<file path="config.mk">
export PLATFORM = sky130hd
export DESIGN_NAME = seq_pattern_gen
export DESIGN_NICKNAME = d
export VERILOG_FILES = /design/src/rtl/seq_pkg.sv /design/src/rtl/seq_bit_shifter.sv /design/src/rtl/seq_pattern_gen.sv
export SDC_FILE = /design/constraint.sdc
export NUM_CORES = 1
export LEC_CHECK = 0
export ABC_AREA = 1
export CORE_MARGIN = 5
export CORE_UTILIZATION = 53
export CTS_BUF_LIST = sky130_fd_sc_hd__clkbuf_4 sky130_fd_sc_hd__clkbuf_8 sky130_fd_sc_hd__clkbuf_16
export DETAILED_ROUTE_END_ITERATION = 8
export PLACE_DENSITY = 0.79
export SLEW_MARGIN = 10
export SYNTH_ARGS = -nofsm -noshare
export SYNTH_HDL_FRONTEND = slang
export SYNTH_HIERARCHICAL = 1
export SYNTH_SLANG_ARGS = --single-unit
export TNS_END_PERCENT = 50
</file>
<file path="constraint.sdc">
create_clock -name clk -period 2.5 [get_ports clk]
set_input_delay 0.375 -clock clk [delete_from_list [all_inputs] [get_ports clk]]
set_output_delay 0.375 -clock clk [all_outputs]
set_load 0.01 [all_outputs]
</file>
<file path="src/rtl/seq_pkg.sv">
// seq_pkg: shared FSM state encoding and default pattern for the 1010 generator/detector pair
package seq_pkg;
    typedef enum logic [1:0] {IDLE, SEND, GAP, DONE} state_t;
    localparam int PAT_W_DEF = 4;
    localparam logic [PAT_W_DEF-1:0] PATTERN_DEF = 4'b1010;
endpackage

</file>
<file path="src/rtl/seq_bit_shifter.sv">
// seq_bit_shifter: pattern bit index with reload/step, last-bit flag and look-ahead bit
// Ports: clk, rst (sync, active high); load reloads index to PAT_W-1; step decrements;
//        last = index is at bit 0; nxt_bit = PATTERN bit at the index being loaded this edge.
module seq_bit_shifter #(
    parameter int PAT_W = 4,
    parameter logic [PAT_W-1:0] PATTERN = '0
) (
    input  logic clk,
    input  logic rst,
    input  logic load,
    input  logic step,
    output logic last,
    output logic nxt_bit
);
    localparam int IW = $clog2(PAT_W);
    logic [IW-1:0] idx, idx_n;
    always_comb idx_n = load ? IW'(PAT_W - 1) : step ? idx - IW'(1) : idx;
    assign last    = idx == '0;
    // Output bit is registered in the top, so it must see the index of the coming cycle.
    assign nxt_bit = PATTERN[idx_n];
    always_ff @(posedge clk) begin
        if (rst) idx <= '0;
        else     idx <= idx_n;
    end
endmodule

</file>
<file path="src/rtl/seq_pattern_gen.sv">
// seq_pattern_gen: serial pattern transmitter, MSB first, repeated reps times with optional gaps
// Ports: clk, rst (sync, active high); start/reps/gap_len request a burst (sampled in IDLE);
//        abort ends a burst at the next edge; data_out/bit_valid serial line; busy in SEND/GAP;
//        done pulses on normal completion; sent_cnt counts fully sent patterns.
// Build option: SEQ_PATTERN_GEN_ERR_INJ_EN adds err_inj, which inverts the bit loaded at that edge.
module seq_pattern_gen
    import seq_pkg::*;
#(
    parameter int PAT_W = PAT_W_DEF,
    parameter logic [PAT_W-1:0] PATTERN = PATTERN_DEF,
    parameter int CNT_W = 8,
    parameter int GAP_W = 4
) (
    input  logic             clk,
    input  logic             rst,
    input  logic             start,
    input  logic [CNT_W-1:0] reps,
    input  logic [GAP_W-1:0] gap_len,
    input  logic             abort,
`ifdef SEQ_PATTERN_GEN_ERR_INJ_EN
    input  logic             err_inj,
`endif
    output logic             data_out,
    output logic             bit_valid,
    output logic             busy,
    output logic             done,
    output logic [CNT_W-1:0] sent_cnt
);
    state_t state, state_n;
    logic [CNT_W-1:0] reps_q, sent_inc;
    logic [GAP_W-1:0] gap_q, gap_cnt;
    logic last, nxt_bit, load, step, err;
    logic data_out_n, bit_valid_n, busy_n, done_n;

`ifdef SEQ_PATTERN_GEN_ERR_INJ_EN
    assign err = err_inj;
`else
    assign err = 1'b0;
`endif

    assign sent_inc = sent_cnt + CNT_W'(1);
    // Reload on entry to SEND and on wrap after bit 0 (back-to-back patterns).
    assign load = state_n == SEND && (state != SEND || last);
    assign step = state == SEND && !last;

    seq_bit_shifter #(.PAT_W(PAT_W), .PATTERN(PATTERN)) u_shifter (
        .clk(clk), .rst(rst), .load(load), .step(step), .last(last), .nxt_bit(nxt_bit)
    );

    always_ff @(posedge clk) begin
        if (rst) state <= IDLE;
        else     state <= state_n;
    end

    always_comb begin
        state_n = state;
        case (state)
            IDLE: state_n = (start && reps != '0) ? SEND : IDLE;
            SEND: state_n = abort ? IDLE : !last ? SEND : (sent_inc == reps_q) ? DONE :
                            (gap_q != '0) ? GAP : SEND;
            GAP:  state_n = abort ? IDLE : (gap_cnt == GAP_W'(1)) ? SEND : GAP;
            DONE: state_n = IDLE;
            default: state_n = IDLE;
        endcase
    end

    // Outputs are registered, so they are derived from the state being entered.
    always_comb begin
        bit_valid_n = state_n == SEND;
        busy_n      = state_n == SEND || state_n == GAP;
        data_out_n  = bit_valid_n && (nxt_bit ^ err);
        done_n      = state_n == DONE || (state == IDLE && start && reps == '0);
    end

    always_ff @(posedge clk) begin
        if (rst) begin
            reps_q    <= '0;
            gap_q     <= '0;
            gap_cnt   <= '0;
            sent_cnt  <= '0;
            data_out  <= 1'b0;
            bit_valid <= 1'b0;
            busy      <= 1'b0;
            done      <= 1'b0;
        end else begin
            data_out  <= data_out_n;
            bit_valid <= bit_valid_n;
            busy      <= busy_n;
            done      <= done_n;
            if (state == IDLE && start) begin
                reps_q   <= reps;
                gap_q    <= gap_len;
                sent_cnt <= '0;
            end else if (state == SEND && last && !abort) begin
                sent_cnt <= sent_inc;
            end
            if (state == SEND && state_n == GAP) gap_cnt <= gap_q;
            else if (state == GAP)               gap_cnt <= gap_cnt - GAP_W'(1);
        end
    end
endmodule
</file>
==> impl_results.md <==
- Layout net count: 327
- EDFF count, synth: 0
- Die Span X: 68.89 um
- Comb pwr share: 0.219
- WHS: 0.4940 ns
- Post-place setup slack: 0.2081 ns
- Commonest cells after routing, fill and taps aside: nand2_1 (52), inv_1 (47), nor2_1 (40), dfxtp_1 (32), clkdlybuf4s50_1 (27)
- Slowest Stage Delay on Critical Path: 0.42 ns
- RSZ-0062 raised after global routing: false
- Placeable Area: 3337 um^2
- Most common cell after layout, fill and taps aside: nand2_1
- Minimum clock period: 2.157 ns
- Gp weighted congestion: 0.7892
- Maximum vdd drop: 0.4352 mV
- Vias per inst: 4.927
- Synth cell types: 30
- Clock Sinks: 32
- Placement Rows: 21
- Area share of and/or/nand/nor cells after synthesis: 0.3941
- CP Max Fanout: 5
- # resized after CTS: 0
- GRT Total Usage: 0.1882
- Post-synthesis mux area share: 0
- Setup TNS Final: 0 ns
- WP data required: 2.72 ns
- Most frequent CP cell: nand2_1
- Multi-input gate area: 994.7 um^2
- Clock transition at path regs: 0.09 ns
- TritonRoute pass-1 iters: 4
- Cts bufs inserted: 5
- Tightest Pin Transition: 0.3925 ns
- Switching Power: 329.9 uW
- CP Launch Type: register
- Post-Synthesis Cell Area: 1838 um^2
- WP buf/inv: 3
- # H-tree levels: 2
- Mapped Nets: 291
- Largest delay share family, worst path: simple AND/OR/NAND/NOR gates
- Flop pwr share: 0.497
- Sw frac: 0.2881
- Via count: 1,744
- Cts hold-fix bufs: 0
- Post-synthesis async set-or-reset flop share: 0
- Cell internal pwr: 815.1 uW
- Synth Area in Adders: 0.02723
- Compound-Gate Fraction of Synth Area: 0.1055
- Final core utilization: 0.6768
- Power Density: 507.0 nW/um^2
- ANT nets after route: 0
- IO Count: 28
- Register area: 640.6 um^2
- Die Area: 4746 um^2
- CTS tree: built
- CTS max path bufs: 2
- Register area share after synthesis: 0.3485
- Worst hold path type: reg -> reg
- Clock power frac: 0.284
- Initial core utilization: 0.5508
- Slowest CP cell: dfxtp_1
- Final count of negative-setup-slack endpoints: 0
- Syn Area/Cell: 6.782 um^2
- Area grow syn2layout: 22.87%
- Power Total: 1.145 mW
- DRT iter0 DRCs: 105
- Post-Synthesis Cells: 271
- CP Class: reg -> reg
- Layout Skew: 0.009418 ns
- Critical path, cell by cell: ha_1 -> nand2_2 -> nor2_4 -> nand3_1 -> nand3_2 -> nand2_1 -> nor2_2 -> nand3_2 -> nand2_1 -> nand2_1 -> nand2_1 -> inv_2 -> nand2_1 -> nor2_1 -> inv_1 -> nand3_2 -> nand2_1 -> inv_1
- Filler cells: 308
- Setup Buffers After CTS: 0
- Routed WL per cell: 11.17 um
- First-pass GRT wire length: 6596 um
- Clk root buf: clkbuf_4
- Peak Freq: 463.6 MHz
- #FFs+latches synth: 32
- Layout cells sized above 1: 0.1494
- Congestion Overflow GR: 0
- Leak: 1.088 nW
- Warnings from Yosys: 6
- Smallest setup slack after layout: 0.3428 ns
- Largest family of logic cells by synthesized area: simple AND/OR/NAND/NOR gates
- XOR/XNOR Fraction of Synth Area: 0.01430
- Pin count of the biggest net entering global routing: 14
- Vias in the first global route: 1,610
- Fin crit share: 0.8629
- Post-Route WL: 3953 um
- Antenna violations before repair: 0
- DRC viols: 0
- DP Wirelength: 3085 um
- Status: finished clean
- Ys flop type: dfxtp_1
- Setup crit end kind: register
- Worst skew pair latency: 0.32 ns
- Final Hold Vio Count: 0
- Pins Over Slew Limit: 0
- I/O Buffers: 27
- Crit path DAT: 2.38 ns
- Ant. Diodes: 0
- Rel. slew slack: 0.7359
- Die Height: 68.89 um
- Max-cap violations: 0
## registers in the layout, summed over array words and instances, names as in the netlist
register and count:
data_out 1, state 2, sent_cnt 8, reps_q 8, gap_cnt 4, busy 1, u_shifter/idx 2, bit_valid 1
gap_q 4, done 1
## final timing paths
| check | start | to | slack (ns) | cells past startpoint |
|---|---|---|---|---|
| max | sent_cnt[1]$_SDFFE_PP0P_ | u_shifter/idx[0]$_SDFF_PP0_ | 0.34 | 18 |
| min | reps_q[2]$_SDFFE_PP0P_ | reps_q[2]$_SDFFE_PP0P_ | 0.49 | 2 |
| max reg2reg | sent_cnt[1]$_SDFFE_PP0P_ | u_shifter/idx[0]$_SDFF_PP0_ | 0.34 | 18 |
| min reg2reg | reps_q[2]$_SDFFE_PP0P_ | reps_q[2]$_SDFFE_PP0P_ | 0.49 | 2 |
## tightest hold or removal path: cells and delay by family, from the launching register on
kind / cells / cell delay, ns
compound gates: 1 / 0.06
flops: 1 / 0.32
buf+inv: 1 / 0.08
## layout make-up
| class | count | share of cell area |
|---|---|---|
| well taps | 46 | 0.02548 |
| inverters | 51 | 0.08476 |
| multi-input cells | 185 | 0.4404 |
| flip-flops and latches | 32 | 0.2837 |
| clock buffers | 8 | 0.02936 |
| repair buffers | 32 | 0.1363 |
## power by group through the flow
stage	Combinational [mW]	Sequential [mW]	Clock [mW]
global route	0.285	0.574	0.363
detailed placement	0.249	0.581	0
floorplan	0.159	0.581	0
global placement	0.244	0.580	0
CTS	0.251	0.570	0.334
finish	0.251	0.570	0.325
## per-layer routing
metal  wire (um)  global-route usage  vias up
met5           0                   0        -
met4          61             0.09002        0
met3         227             0.03566        6
met2        1865              0.3167       41
met1        1799              0.2295      764
li1            -                   -      933
## cells in the mapped netlist, types with 2 or more instances
master,count,area share
nand2_1,52,0.11
nor4_1,2,0.0068
o21ai_0,14,0.038
inv_1,47,0.096
nor2_2,6,0.020
dfxtp_1,32,0.35
nor2_1,40,0.082
nand3_2,10,0.054
nand3_1,18,0.049
inv_2,4,0.0082
clkbuf_1,3,0.0061
o211ai_1,3,0.012
a21oi_1,7,0.019
ha_1,4,0.027
nand4_1,6,0.020
o22ai_1,3,0.010
xor2_1,2,0.0095
nand2_2,6,0.020
## through the flow
step	instances	cell area, um^2
after floorplan	271	1838
after global placement	346	2192
after detailed placement	346	2192
after CTS	354	2258
after global routing	354	2258
final	354	2258
## logic make-up after synthesis
kind of cell    after synthesis
buf+inv                      54
fa+ha+maj                     4
simple gates                146
xor+xnor                      3
compound gates               32
flops                        32
(Power assumes the default switching activity.)
